[config.mk]
export PLATFORM = sky130hd
export DESIGN_NAME = lighthouse_pulse_decoder
export DESIGN_NICKNAME = d
export VERILOG_FILES = /design/src/rtl/lighthouse_pulse_decoder.sv
export SDC_FILE = /design/constraint.sdc
export NUM_CORES = 1
export LEC_CHECK = 0
export ABC_CLOCK_PERIOD_IN_PS = 5240
export BUFFER_PORTS_ARGS = -buffer_cell sky130_fd_sc_hd__buf_2
export CAP_MARGIN = 20
export CORE_MARGIN = 2
export CORE_UTILIZATION = 50
export DETAILED_ROUTE_END_ITERATION = 10
export PLACE_DENSITY = 0.74
export SYNTH_ARGS = -nofsm -noshare
export SYNTH_HDL_FRONTEND = slang
export SYNTH_SLANG_ARGS = --single-unit
[constraint.sdc]
create_clock -name clk -period 5.24 [get_ports clk]
set_clock_uncertainty 0.2 [all_clocks]
set_input_delay 0.524 -clock clk [delete_from_list [all_inputs] [get_ports clk]]
set_output_delay 0.524 -clock clk [all_outputs]
set_load 0.02 [all_outputs]
[src/rtl/lighthouse_pulse_decoder.sv]
// Photodiode pulse decoder: synchronise, deglitch, measure high width, classify as
// LASER / sync code / INTERVAL, and time laser hits against the last non-skip sync.
module lighthouse_pulse_decoder #(
    parameter int W         = 16,
    parameter int TS_W      = 20,
    parameter int DEGLITCH  = 2,
    parameter int LASER_MAX = 1200,
    parameter int SYNC_BASE = 3000,
    parameter int SYNC_STEP = 500,
    parameter int SYNC_TOL  = 200,
    parameter int SWEEP_MAX = 400000
) (
    input  logic            clk,
    input  logic            rst,
    input  logic            pulse_in,
    output logic            evt_valid,
    output logic [3:0]      evt_type,
    output logic [W-1:0]    evt_width,
    output logic            sweep_valid,
    output logic            sweep_axis,
    output logic [TS_W-1:0] sweep_ticks
);

    localparam int DG_W = (DEGLITCH < 2) ? 1 : $clog2(DEGLITCH + 1);
    localparam logic [W-1:0]    WMAX   = '1;
    localparam logic [TS_W-1:0] SW_MAX = TS_W'(SWEEP_MAX);

    typedef enum logic {S_IDLE, S_ARMED} state_t;

    logic            r_sync1, r_sync2;
    logic            r_p, r_p_d;
    logic [DG_W-1:0] r_dg_cnt;
    logic [TS_W-1:0] r_ts, r_rise_ts, r_sync_ts;
    logic [W-1:0]    r_width;
    logic            r_sync_axis;
    state_t          r_state, w_state_next;

    logic            w_diff, w_flip, w_p_next, w_fall;
    int              w_wi;
    logic            w_laser, w_sync;
    logic [2:0]      w_k;
    logic [3:0]      w_type;
    logic            w_is_laser, w_is_arm, w_sweep_fire;
    logic [TS_W-1:0] w_t, w_age;

    // The filtered level only follows the synced input after DEGLITCH consecutive
    // differing cycles, so both edges are delayed equally and widths are preserved.
    assign w_diff   = r_sync2 != r_p;
    assign w_flip   = w_diff && (r_dg_cnt == DG_W'(DEGLITCH - 1));
    assign w_p_next = w_flip ? r_sync2 : r_p;
    assign w_fall   = r_p_d && !r_p;

    always_ff @(posedge clk) begin
        if (rst) begin
            r_sync1  <= 1'b0;
            r_sync2  <= 1'b0;
            r_p      <= 1'b0;
            r_p_d    <= 1'b0;
            r_dg_cnt <= '0;
            r_ts     <= '0;
        end else begin
            r_sync1  <= pulse_in;
            r_sync2  <= r_sync1;
            r_p      <= w_p_next;
            r_p_d    <= r_p;
            r_dg_cnt <= (!w_diff || w_flip) ? '0 : r_dg_cnt + DG_W'(1);
            r_ts     <= r_ts + TS_W'(1);
        end
    end

    always_ff @(posedge clk) begin
        if (rst) begin
            r_width   <= '0;
            r_rise_ts <= '0;
        end else if (w_p_next && !r_p) begin
            r_width   <= W'(1);
            r_rise_ts <= r_ts;
        end else if (w_p_next && r_p && r_width != WMAX) begin
            r_width   <= r_width + W'(1);
        end
    end

    // Classification: LASER wins, then the lowest matching sync code, else INTERVAL.
    always_comb begin
        w_wi    = int'(r_width);
        w_laser = 1'b0;
        w_sync  = 1'b0;
        w_k     = 3'd0;
        if (r_width != WMAX) begin
            if (w_wi >= 1 && w_wi < LASER_MAX) begin
                w_laser = 1'b1;
            end else begin
                for (int k = 7; k >= 0; k--) begin
                    if (w_wi > SYNC_BASE + k * SYNC_STEP - SYNC_TOL &&
                        w_wi < SYNC_BASE + k * SYNC_STEP + SYNC_TOL) begin
                        w_sync = 1'b1;
                        w_k    = 3'(k);
                    end
                end
            end
        end
        if (w_laser)     w_type = 4'd0;
        else if (w_sync) w_type = {1'b0, w_k} + 4'd1;
        else             w_type = 4'd9;
    end

    assign w_is_laser = w_fall && w_laser;
    assign w_is_arm   = w_fall && w_sync && !w_k[2];
    assign w_t        = r_rise_ts + TS_W'(r_width >> 1) - r_sync_ts;
    assign w_age      = r_ts - r_sync_ts;

    always_ff @(posedge clk) begin
        if (rst) r_state <= S_IDLE;
        else     r_state <= w_state_next;
    end

    // A laser landing in the same cycle as the timeout is judged by its own t.
    always_comb begin
        w_state_next = r_state;
        w_sweep_fire = 1'b0;
        case (r_state)
            S_IDLE: begin
                if (w_is_arm) w_state_next = S_ARMED;
            end
            S_ARMED: begin
                if (w_is_laser) begin
                    w_state_next = S_IDLE;
                    w_sweep_fire = (w_t <= SW_MAX);
                end else if (w_is_arm) begin
                    w_state_next = S_ARMED;
                end else if (w_age > SW_MAX) begin
                    w_state_next = S_IDLE;
                end
            end
            default: w_state_next = S_IDLE;
        endcase
    end

    always_ff @(posedge clk) begin
        if (rst) begin
            r_sync_ts   <= '0;
            r_sync_axis <= 1'b0;
        end else if (w_is_arm) begin
            r_sync_ts   <= r_rise_ts;
            r_sync_axis <= w_k[0];
        end
    end

    always_ff @(posedge clk) begin
        if (rst) begin
            evt_valid   <= 1'b0;
            evt_type    <= '0;
            evt_width   <= '0;
            sweep_valid <= 1'b0;
            sweep_axis  <= 1'b0;
            sweep_ticks <= '0;
        end else begin
            evt_valid   <= w_fall;
            sweep_valid <= w_sweep_fire;
            if (w_fall) begin
                evt_type  <= w_type;
                evt_width <= r_width;
            end
            if (w_sweep_fire) begin
                sweep_axis  <= r_sync_axis;
                sweep_ticks <= w_t;
            end
        end
    end

endmodule

# [Yosys cells after proc, flatten, opt, wreduce, memory -nomap -nowiden]
# Cells that the tools add are included.
[classes] n_addsub=7 order_cmp=20 n_eq_ne=3 mux=34 bitwise_logic=1 reduce_logical=24
[ops] cell="16-bit by 13-bit < comparator with 1-bit output (second input constant)" count=6
[ops] cell="16-bit by 13-bit greater-than comparator with 1-bit output (second input constant)" count=5
[ops] cell="16-bit by 12-bit greater-than comparator with 1-bit output (second input constant)" count=3
[ops] cell="20-bit subtractor" count=2
[ops] cell="16-bit by 12-bit < comparator with 1-bit output (second input constant)" count=2
[ops] cell="3-bit two-way mux" count=10
[ops] cell="1-bit two-way mux" count=21
[ops] cell="20-bit by 1-bit adder with 20-bit output (second input constant)" count=1
[ops] cell="20-bit by 15-bit adder with 20-bit output" count=1
[ops] cell="20-bit by 19-bit greater-than comparator with 1-bit output (second input constant)" count=1
[ops] cell="20-bit by 19-bit <= comparator with 1-bit output (second input constant)" count=1
[ops] cell="1-bit logical AND" count=17
[ops] cell="16-bit by 1-bit adder with 16-bit output (second input constant)" count=1
[ops] cell="16-bit by 1-bit greater-or-equal comparator with 1-bit output (second input constant)" count=1
[ops] cell="16-bit by 11-bit < comparator with 1-bit output (second input constant)" count=1
[ops] cell="16-bit != test (second input constant)" count=1
[ops] cell="4-bit two-way mux" count=2
[ops] cell="3-bit by 1-bit adder with 4-bit output (second input constant)" count=1
[ops] cell="2-bit OR reduction" count=2
[ops] cell="1-bit logical NOT" count=3
[ops] cell="2-bit by 1-bit adder with 2-bit output (second input constant)" count=1
[ops] cell="2-bit by 1-bit == test with 1-bit output (second input constant)" count=1
[ops] cell="1-bit one-hot mux with 2 select lines" count=1
[ops] cell="2-bit nonzero test" count=1
[ops] cell="3 further kinds" count=3
[totals] register_bits=127 in_bits=3 output_inout_bits=43

# [Logic depth before layout (Yosys ltp)]
[depth] ltp_word=17 depth_mapped=17 ltp_nobuf=15

# [Worst setup path before layout]
# Ideal clock, no wire load.
[synth_timing] path_kind="reg2reg" startpoint="register r_width[12]" endpoint="register sweep_axis" setup_ns=0.063 arrival_time_ns=3.712 setup_slack_ns=1.265 stages_incl_launch_ff=16 path_buffers=2 period_less_slack_ns=3.975 path_cell_list="dfxtp_1 clkbuf_1 inv_1 fa_1 inv_1 ha_1 and2_4 and3_4 a22o_1 a211o_1 a31o_2 a21oi_4 xor2_4 buf_6 or4_1 nand3_1"
[synth_via] elab_chain_len=7 word_cells_on_any_way=12 cone_classes="2 x add/sub; 3 x order compare; 1 x eq/ne; 4 x mux; 2 x reduce/logical"
[synth_rtl] item="start: declaration" line_no="34" source="logic [W-1:0] r_width;"
[synth_rtl] item="start signal: assignment" line_no="79" source="r_width <= r_width + W'(1);"
[synth_rtl] item="parallel branches: the longest is 5 deep, another holds 20-bit by 15-bit adder with 20-bit output"
[synth_rtl] item="1-bit two-way mux (*)" line_no="126" source="if (w_is_laser) begin"
[synth_rtl] item="1-bit two-way mux (*)" line_no="121" source="case (r_state)"
[synth_rtl] item="end signal: assignment" line_no="165" source="sweep_axis <= r_sync_axis;"
[synth_rtl] item="end: declaration" line_no="20" source="output logic sweep_axis,"
# Mark *: on every way between the ends.
# A chain may end at the register's enable or synchronous reset.

# [Final worst setup path]
[layout_timing] startpoint="register r_width[5]" endpoint="register sweep_ticks[18]"
[layout_via] elab_chain_len=7 word_cells_on_any_way=12 cone_classes="2 x add/sub; 3 x order compare; 1 x eq/ne; 4 x mux; 2 x reduce/logical"
[layout_rtl] item="parallel branches: the longest is 7 deep, another holds 20-bit by 15-bit adder with 20-bit output"
[layout_rtl] item="end signal: assignment" line_no="166" source="sweep_ticks <= w_t;"
[layout_rtl] item="end: declaration" line_no="21" source="output logic [TS_W-1:0] sweep_ticks"
# Several ways; the timed one is not identified.

==> load_flow_metrics.sql <==
INSERT INTO impl_metrics (metric_group, metric, value, unit) VALUES
('sta', 'timing.final.setup_violations', '0', ''),
('clocking', 'ctsRootBufferMaster', 'clkbuf_16', ''),
('worst_hold_path', 'hold_path_startpoint', 'rst', ''),
('yosys', 'syn_inst', '1126', ''),
('final_layout', 'finalNetCount', '1215', ''),
('clocking', 'clock_pin_transition_on_the_worst_setup_and_hold_timing_paths', '0.05', 'ns'),
('detailed_routing', 'residual_drc_count', '0', ''),
('sta', 'fin_worst_hold_slack', '0.07580', 'ns'),
('grt', 'grt_pass1_vias', '7257', ''),
('detailed_routing', 'ant_nets', '0', ''),
('final_layout', 'antennaDiodeCount', '0', ''),
('critical_path', 'required_time_worst_endpoint', '5.38', 'ns'),
('power', 'power.ir.vdd_worst', '0.0002041', 'V'),
('critical_path', 'critical_path.max_stage_delay', '0.69', 'ns'),
('final_layout', 'area_delta_synth_final', '10.51', '%'),
('power', 'p_sw_share', '22.44', '%'),
('grt', 'groute.usage.overall', '24.30', '%'),
('floorplanning', 'floorplan.initialDensity', '51.43', '%'),
('placed_design', 'gp_congestion', '0.9509', ''),
('critical_path', 'startpoint', 'r_width[5]', ''),
('yosys', 'count_of_flip_flops_with_a_built_in_enable_after_synthesis', '0', ''),
('yosys', 'synth.largest_area_cell', 'dfxtp_1', ''),
('floorplanning', 'fp-row-count', '47', ''),
('floorplanning', 'die_h', '134.8', 'um'),
('sta', 'rsz0062_at_grt', 'no', ''),
('detailed_routing', 'detail_route.vias_per_cell', '5.858', ''),
('floorplanning', 'design.die.area', '18180', 'sq um'),
('clocking', 'cts_made_buffers', '17', ''),
('sta', 'final_min_period', '4.688', 'ns'),
('power', 'power.leakage', '3.795', 'nW'),
('grt', 'grt_pass1_wl', '35.82', 'mm'),
('sta', 'post-route-worst-setup-slack', '0.5517', 'ns'),
('grt', 'grt_start_max_net_pins', '100', ''),
('yosys', 'yosys_warnings', '0', ''),
('floorplanning', 'die_w', '134.8', 'um'),
('yosys', 'synth_cell_types', '79', ''),
('detailed_routing', 'avgRoutedWirePerCell', '15.76', 'um'),
('detailed_routing', 'drt_wl_total', '21.71', 'mm'),
('placed_design', 'pre_cts_slack', '0.6349', 'ns'),
('power', 'power.net_switching', '477.7', 'uW'),
('critical_path', 'path_max_fanout', '20', ''),
('status', 'run_status', 'finished clean', ''),
('critical_path', 'crit_slowest_cell', 'and4_1', ''),
('floorplanning', 'pin_count', '46', ''),
('final_layout', 'stdcell_count', '1378', ''),
('clocking', 'tritoncts', 'built', ''),
('critical_path', 'critical_path.endpoint_type', 'register', ''),
('grt', 'grt_remaining_overflow', '0', ''),
('yosys', 'avgSynthCellArea', '7.602', 'sq um'),
('detailed_routing', 'detailroute.via_count', '8072', ''),
('critical_path', 'setup.worst_path.start_class', 'register', ''),
('yosys', 'ys.flop_type', 'dfxtp_1', ''),
('critical_path', 'rr_startpoint', 'r_width[5]', ''),
('clocking', 'clock_sinks', '127', ''),
('placed_design', 'placement.io_buffers', '45', ''),
('power', 'pwr-share-seq', '45.8', '%'),
('yosys', 'post_synth_main_area_contributors', 'dfxtp_1 (30%), ha_1 (7.2%), a21oi_1 (6.8%), nand2_1 (6.2%), nor2_1 (5.1%)', ''),
('sta', 'maxSlewHeadroom', '29.15', '%'),
('yosys', 'synthArstFlopShare', '0', '%'),
('clocking', 'clock_insertion_delay_worst_skew', '0.43', 'ns'),
('run', 'cap_viol_max_count', '0', ''),
('detailed_routing', 'drt-pass1-iter-count', '5', ''),
('clocking', 'cts_max_level', '4', ''),
('worst_hold_path', 'hold_path.class', 'primary input to register', ''),
('detailed_routing', 'first_iter_violations', '742', ''),
('placed_design', 'placed_cells', '1348', ''),
('floorplanning', 'core_area', '16640', 'sq um'),
('placed_design', 'dpl.hpwl', '15.76', 'mm'),
('power', 'clock_power_share', '50.4', '%'),
('clocking', 'post_cts_repair_setup_buffers', '0', ''),
('critical_path', 'path_cells', 'inv_1, fa_1, inv_1, ha_1, a21o_1, a31oi_2, nand2_1, a311oi_1, a311oi_1, o311ai_1, and4_1, buf_4, o21ai_2, a221oi_2', '');
-- cells by family after synthesis --
group                    synth area share (%)
XOR/XNOR                                5.438
AO/OA/AOI/OAI                           21.06
multiplexers                           0.9794
adder cells (fa/ha/maj)                 10.90
buffers and inverters                   7.499
AND/OR/NAND/NOR                         24.41
flip-flops                              29.70
-- path summary, 6_finish.rpt --
path | endpoint | slack, ns | depth (start not counted)
max | sweep_ticks[18] | 0.55 | 14
min | sweep_ticks[1] | 0.08 | 2
max reg2reg | sweep_ticks[18] | 0.55 | 14
min reg2reg | r_dg_cnt[0] | 0.22 | 1
-- power groups by stage --
stage	sequential (mW)	clock [mW]	combinational, mW
6_report	0.974	1.07	0.0819
5_1_grt	0.974	1.13	0.0916
3_5_place_dp	0.995	0	0.0815
4_1_cts	0.974	1.09	0.0818
3_3_place_gp	0.994	0	0.0801
2_1_floorplan	0.993	0	0.0641
-- worst max-delay path, delay by kind of cell, from the launching register on --
| family | cells | cell delay, ns |
|---|---|---|
| AO/OA/AOI/OAI | 7 | 1.56 |
| AND/OR/NAND/NOR | 2 | 0.81 |
| flip-flops | 1 | 0.57 |
| adder cells (fa/ha/maj) | 2 | 0.89 |
| buffers and inverters | 3 | 0.57 |
-- final cells by class --
| cell class | count | area [sq um] |
|---|---|---|
| Tap cell | 220 | 275.3 |
| Sequential cell | 127 | 2542 |
| Clock inverter | 8 | 67.56 |
| Inverter | 101 | 379.1 |
| Timing Repair Buffer | 62 | 355.3 |
| Clock buffer | 22 | 454.2 |
| Fill cell | 1564 | 7183 |
| Multi-Input combinational cell | 838 | 5385 |
-- layout by cell type (no fill, tap or decap), types with 12 or more instances in the layout --
cell type	count
nor2b_1	14
buf_2	44
nand4_1	21
nor3_1	12
a21oi_1	117
buf_4	18
o211ai_1	22
clkbuf_16	17
xor2_1	19
nor2_1	117
o21ai_0	32
nand3_1	35
dfxtp_1	127
xnor2_1	31
a21o_1	14
ha_1	49
nand2_1	142
nor4_1	13
fa_1	16
inv_1	98
a31oi_1	16
or4_1	19
-- flip-flops by register name, summed over array words and instances (netlist names), 2 cells and up --
| signal | count |
|---|---|
| r_sync_ts | 20 |
| r_ts | 20 |
| evt_type | 4 |
| evt_width | 16 |
| sweep_ticks | 20 |
| r_rise_ts | 20 |
| r_dg_cnt | 2 |
| r_width | 16 |
-- Yosys cell counts (11+ instances only) --
cell	instances
nor2b_1	15
dfxtp_1	127
nand3_1	35
inv_1	98
o2111ai_1	11
o21ai_0	32
clkbuf_1	42
a31oi_1	16
nor3_1	12
nor4_1	13
fa_1	16
xnor2_1	31
o211ai_1	22
xor2_1	19
nand4_1	21
a21o_1	14
ha_1	49
buf_2	12
nor2_1	117
nand2_1	142
a21oi_1	117
or4_1	19
-- per-stage QoR --
stage	cell area, sq um	total power, mW	utilization, %
floorplan	8559	1.057	-
global placement	8937	1.074	53.70
detailed placement	8937	1.076	53.70
CTS	9459	2.141	56.84
global route	9459	2.196	56.84
finish	9459	2.129	56.84
-- routing by layer --
metal / vias to the layer above / GRT usage [%] / wire length [um]
met1: 3781 / 33.32 / 10340
met2: 252 / 37.39 / 9647
met3: 48 / 4.167 / 1080
li1: 3991 / - / -
met5: - / 0 / 0
met4: 0 / 11.11 / 642
No activity file was read; power rests on OpenSTA's default activity.
